--- config.mk ---
export PLATFORM = sky130hd
export DESIGN_NAME = frame_sequencer
export DESIGN_NICKNAME = d
export VERILOG_FILES = /design/src/rtl/frame_sequencer_pkg.sv /design/src/rtl/frame_sequencer_fb_clear_counter.sv /design/src/rtl/frame_sequencer.sv
export SDC_FILE = /design/constraint.sdc
export NUM_CORES = 1
export LEC_CHECK = 0
export ABC_AREA = 1
export CORE_ASPECT_RATIO = 0.5
export CORE_MARGIN = 2
export CORE_UTILIZATION = 45
export DETAILED_ROUTE_END_ITERATION = 10
export GPL_TIMING_DRIVEN = 0
export PLACE_DENSITY = 0.85
export SETUP_SLACK_MARGIN = 0.5
export SLEW_MARGIN = 0
export SYNTH_ARGS = -nofsm -noshare
export SYNTH_HDL_FRONTEND = slang
export SYNTH_SLANG_ARGS = --single-unit
--- constraint.sdc ---
create_clock -name axi_aclk -period 2.3 [get_ports axi_aclk]
set_input_delay 0.46 -clock axi_aclk [delete_from_list [all_inputs] [get_ports axi_aclk]]
set_output_delay 0.46 -clock axi_aclk [all_outputs]
set_load 0.01 [all_outputs]
--- src/rtl/frame_sequencer_pkg.sv ---
// frame_sequencer_pkg: shared state encoding, framebuffer geometry defaults and clear constants
// for the frame sequencer, rasterizer and AXI wrapper.
package frame_sequencer_pkg;
    localparam int          FB_WORDS_DEF    = 76800;
    localparam int          ADDR_W_DEF      = 17;
    localparam logic [7:0]  CLEAR_COLOR_DEF = 8'h00;
    localparam logic [15:0] CLEAR_Z_DEF     = 16'hFFFF;

    typedef enum logic [2:0] {
        ST_CLEAR,
        ST_WAIT_TRI,
        ST_ISSUE,
        ST_RASTER,
        ST_WAIT_VS,
        ST_SWAP
    } state_t;
endpackage

--- src/rtl/frame_sequencer_fb_clear_counter.sv ---
// fb_clear_counter: back-buffer clear address generator; wraps to 0 on its last word
// so the next clear always begins at address 0.
module fb_clear_counter #(
    parameter int FB_WORDS = 76800,
    parameter int ADDR_W   = 17
) (
    input  logic              clk,
    input  logic              rst,
    input  logic              en,
    output logic [ADDR_W-1:0] addr,
    output logic              start,
    output logic              done
);
    assign start = en & (addr == '0);
    assign done  = en & (addr == ADDR_W'(FB_WORDS - 1));

    always_ff @(posedge clk) begin
        if (rst)
            addr <= '0;
        else if (en)
            addr <= done ? '0 : addr + 1'b1;
    end
endmodule

--- src/rtl/frame_sequencer.sv ---
// frame_sequencer: clears the back buffer, feeds triangles one at a time to the rasterizer,
// then waits for a committed frame and a vsync falling edge before swapping buffers.
module frame_sequencer
    import frame_sequencer_pkg::*;
#(
    parameter int          FB_WORDS    = FB_WORDS_DEF,
    parameter int          ADDR_W      = ADDR_W_DEF,
    parameter logic [7:0]  CLEAR_COLOR = CLEAR_COLOR_DEF,
    parameter logic [15:0] CLEAR_Z     = CLEAR_Z_DEF
) (
    input  logic              axi_aclk,
    input  logic              axi_reset,
    input  logic              fifo_empty,
    output logic              fifo_rd_en,
    output logic              triangle_valid,
    input  logic              triangle_ready,
    input  logic              rasterizer_done,
    input  logic              frame_commit,
    input  logic              vsync,
    input  logic              gpu_we,
    input  logic [ADDR_W-1:0] gpu_addr,
    input  logic [7:0]        gpu_color,
    input  logic [15:0]       gpu_z,
    output logic              fb_we,
    output logic [ADDR_W-1:0] fb_addr,
    output logic [7:0]        fb_color,
    output logic [15:0]       fb_z,
    output logic              front_sel,
    output logic [15:0]       frame_count,
    output logic              busy
);
    state_t            state, state_nx;
    logic              commit_pending, commit_clr, vs_prev;
    logic              clr_start, clr_done;
    logic [ADDR_W-1:0] clr_addr;

    fb_clear_counter #(.FB_WORDS(FB_WORDS), .ADDR_W(ADDR_W)) u_clr (
        .clk   (axi_aclk),
        .rst   (axi_reset),
        .en    (state == ST_CLEAR),
        .addr  (clr_addr),
        .start (clr_start),
        .done  (clr_done)
    );

    always_ff @(posedge axi_aclk) begin
        if (axi_reset) begin
            state          <= ST_CLEAR;
            commit_pending <= 1'b0;
            front_sel      <= 1'b0;
            frame_count    <= '0;
            vs_prev        <= 1'b1;
        end else begin
            state          <= state_nx;
            commit_pending <= frame_commit | (commit_pending & ~commit_clr);
            vs_prev        <= vsync;
            if (state == ST_SWAP) begin
                front_sel   <= ~front_sel;
                frame_count <= frame_count + 16'd1;
            end
        end
    end

    always_comb begin
        state_nx       = state;
        fifo_rd_en     = 1'b0;
        triangle_valid = 1'b0;
        commit_clr     = 1'b0;
        fb_we          = gpu_we;
        fb_addr        = gpu_addr;
        fb_color       = gpu_color;
        fb_z           = gpu_z;
        case (state)
            ST_CLEAR: begin
                fb_we    = 1'b1;
                fb_addr  = clr_addr;
                fb_color = CLEAR_COLOR;
                fb_z     = CLEAR_Z;
                state_nx = clr_done ? ST_WAIT_TRI : ST_CLEAR;
            end
            ST_WAIT_TRI: begin
                // a queued triangle outranks a pending commit
                if (!fifo_empty) begin
                    fifo_rd_en = 1'b1;
                    state_nx   = ST_ISSUE;
                end else if (commit_pending) begin
                    commit_clr = 1'b1;
                    state_nx   = ST_WAIT_VS;
                end
            end
            ST_ISSUE: begin
                triangle_valid = 1'b1;
                state_nx       = triangle_ready ? ST_RASTER : ST_ISSUE;
            end
            ST_RASTER:  state_nx = rasterizer_done ? ST_WAIT_TRI : ST_RASTER;
            ST_WAIT_VS: state_nx = (vs_prev & ~vsync) ? ST_SWAP : ST_WAIT_VS;
            ST_SWAP:    state_nx = ST_CLEAR;
            default:    state_nx = ST_CLEAR;
        endcase
        if (axi_reset) begin
            fifo_rd_en     = 1'b0;
            triangle_valid = 1'b0;
            fb_we          = 1'b0;
        end
    end

    assign busy = (state != ST_WAIT_TRI);

    a_swap_restarts_clear: assert property (@(posedge axi_aclk) disable iff (axi_reset)
        (state == ST_SWAP) |=> clr_start);
endmodule

==> run summary <==
Gate Count Post-Synth = 366
Worst-case clock buffer depth = 2
Leak pwr = 1.62 nW
Final GP Congestion = 0.817
Synth-to-Final Area Change = 58.8%
PnR worst setup slack = 0.302 ns
End of the worst register-to-register path = u_clr.addr[15]
Share of layout cells above drive strength 1 = 0.250
Combinational group share of total power = 0.095
Crit path arrival time = 1.54 ns
R2r startpoint = state[0]
Crit. path cell count = 9
Cell mode on critical path = buf_8
Number of global-route vias before repair = 2464
Max-cap viol count = 0
Final Hold Vio Count = 0
Mapped Area = 2380 sq um
Drt via density = 4.84
Post-Route Skew = 0.00744 ns
FF-to-FF setup slack = 0.65 ns
Outcome = finished, final reports clean
Post-synth top flop = dfxtp_1
GR Util All Layers = 0.240
Ports = 111
Worst vdd ir = 411 uV
Gr ovfl total = 0
Design area = 3780 sq um
P_int = 1.12 mW
Site row count = 18
CP Max Fanout = 5
Worst Path Class, Setup = reg -> out
Synth top area cells = dfxtp_1, nand2_1, nor2_1, inv_1, o21ai_0
Final setup violation count = 0
Crit. Startpoint = state[0]
Post-CTS Hold Fix Bufs = 0
Vias = 2720
Final TNS setup = 0 ns
# port buffers = 109
RSZ-0062 raised after global routing = true
Syn Area/Cell = 6.50 sq um
WP data required = 1.84 ns
DR iter-0 viols = 116
Fin nets = 542
Global-route wire length before repair = 11.4 mm
Synth top cells by count = nand2_1, nor2_1, inv_1
Final Max Slew Viols = 0
HPWL Detailed = 4.96 mm
Crit share post-route = 0.869
Clk sinks = 39
Power consumption = 1.45 mW
Worst slew pin tran = 0.272 ns
Crit path time final = 2.00 ns
Yosys top cell area share = 0.328
Yosys warns = 0
Post-synthesis async set-or-reset flop share = 0
Critical Path Max Stage Delay = 0.32 ns
Drt wl/cell = 12.9 microns
Post-route ant nets = 0
Register area share after synthesis = 0.328
Filler cells = 410
PwrDens = 382 nW/um^2
Switching part of the total = 0.225
Worst path top cell family by delay = buffers and inverters
TritonCTS buffer count = 5
Drc violations = 0
Clock-pin slew on the worst setup and hold paths = 0.08 ns
Initial Util = 0.476
Die X = 107 microns
Worst-path cell chain = buf_6 > nor2_4 > nand2_4 > buf_8 > buf_8 > buf_8 > nand2_2 > o21ai_1 > buf_2
Yosys cell types = 31
Drt pass-1 iters = 4
Critical Path Slowest Stage Cell = dfxtp_2
Initial antenna violation count = 0
Die Y = 55.4 microns
Slew HR = 0.818
Clk Latency, worst-skew pair = 0.31 ns
Worst hold path type = reg -> reg
Critical Path End Type = primary output
Flop pwr share = 0.475
Reg2reg path depth = 12
Most frequent cell after synthesis = nand2_1
Largest net degree at the start of global routing = 13
Post-synthesis register bit count = 39
Post-synth EDFFs = 0
Max Fclk = 0.500 GHz
Pre-CTS WS = 0.0498 ns
CTS tree = yes
Startpoint types = flop
Core Region = 5000 sq um
H-Tree Depth = 2
Psw = 0.325 mW
# diodes = 0
Last element of the critical path = fb_addr[7]
Placed Cells = 545
Die area = 5920 sq um
Yosys top cell by area = dfxtp_1
Routed wire length = 7.22 mm
Area after DPL = 3560 sq um
Post-Syn Nets = 417
Buf/Inv on CP = 5
Layout Cells excl Fill = 562
CTS root buf = clkbuf_8
Clock network power share = 0.430
==> worst min-delay path by stage <==
stage	startpoint	end	slack, ns	cells after the start
4_1_cts	axi_reset	state[1]	0.47	2
6_report	frame_count[11]	frame_count[11]	0.47	1
3_3_place_gp	commit_pending	commit_pending	0.46	2
5_1_grt	frame_count[11]	frame_count[11]	0.50	1
3_5_place_dp	commit_pending	commit_pending	0.48	2
2_1_floorplan	commit_pending	commit_pending	0.45	2
==> per-stage QoR <==
| stage | utilization | hold slack (ns) |
|---|---|---|
| 2_1_floorplan | - | 0.448 |
| 3_3_place_gp | 0.712 | 0.460 |
| 4_1_cts | 0.748 | 0.473 |
| 6_report | 0.756 | 0.472 |
| 5_1_grt | 0.756 | 0.499 |
| 3_5_place_dp | 0.712 | 0.478 |
==> what timing repair did <==
| item | 4_1_cts | 5_1_grt |
|---|---|---|
| setup buffers | 8 | 0 |
| cloned | 1 | 0 |
| endpoints found under the setup margin | 45 | 46 |
| endpoints found under the hold margin | 0 | 0 |
| pin swaps | 1 | 3 |
| resized for setup | 209 | 13 |
==> cell usage in the layout, fill, tap and decap left out, types with 5 or more instances in the layout <==
master           instances
buf_6                   12
a21oi_1                 19
nand2_1                 68
inv_1                   52
or2_2                   16
nor3_1                   6
dlygate4sd2_1            8
nand2_2                  9
buf_4                    7
nand3_1                 19
xor2_1                   6
clkdlybuf4s50_1         64
nor2_1                  54
buf_2                   28
dfxtp_1                 34
clkbuf_8                 8
o21ai_1                 11
nand4_1                 10
dfxtp_2                  5
o21ai_0                 11
==> state kept, by name, summed over array words and instances (netlist names) <==
signal / count
u_clr.addr: 17
front_sel: 1
vs_prev: 1
state: 3
commit_pending: 1
frame_count: 16
==> cell type report <==
type	instances	area (sq um)	area share
tap	70	87.6	0.0232
buffer	11	121	0.0321
sequential	39	787	0.208
clock buffer	6	82.6	0.0218
inverter	55	209	0.0553
timing repair buffer	118	1070	0.282
clock inverter	2	35.0	0.00927
multi-input combinational	261	1390	0.368
==> cell families (layout without fill, tap and decap cells) <==
kind of cell,Yosys count,in the layout,share of synthesized area
and+or+nand+nor,205,205,0.423
buffers and inverters,66,192,0.114
AOI/OAI and AO/OA,48,48,0.103
DFF,39,39,0.328
xor gates and xnor gates,6,6,0.0221
adders and majority gates,2,2,0.0105
==> power by group through the flow <==
| stage | combinational (mW) | sequential [mW] | clock (mW) |
|---|---|---|---|
| after global placement | 0.133 | 0.702 | 0 |
| after global routing | 0.149 | 0.687 | 0.645 |
| final | 0.137 | 0.686 | 0.622 |
| after floorplan | 0.0369 | 0.701 | 0 |
| after detailed placement | 0.136 | 0.702 | 0 |
| after CTS | 0.133 | 0.686 | 0.619 |
==> worst register-to-register path: cells and delay by family (launching register included) <==
family	cells	cell delay, ns
and+or+nand+nor	8	0.69
buffers and inverters	4	0.51
DFF	1	0.32
==> layer usage <==
layer | part of all wire | GRT usage
met1 | 0.42 | 0.284
met2 | 0.50 | 0.419
met3 | 0.067 | 0.0720
met4 | 0.015 | 0.0761
met5 | 0 | 0
(Power assumes the default switching activity.)
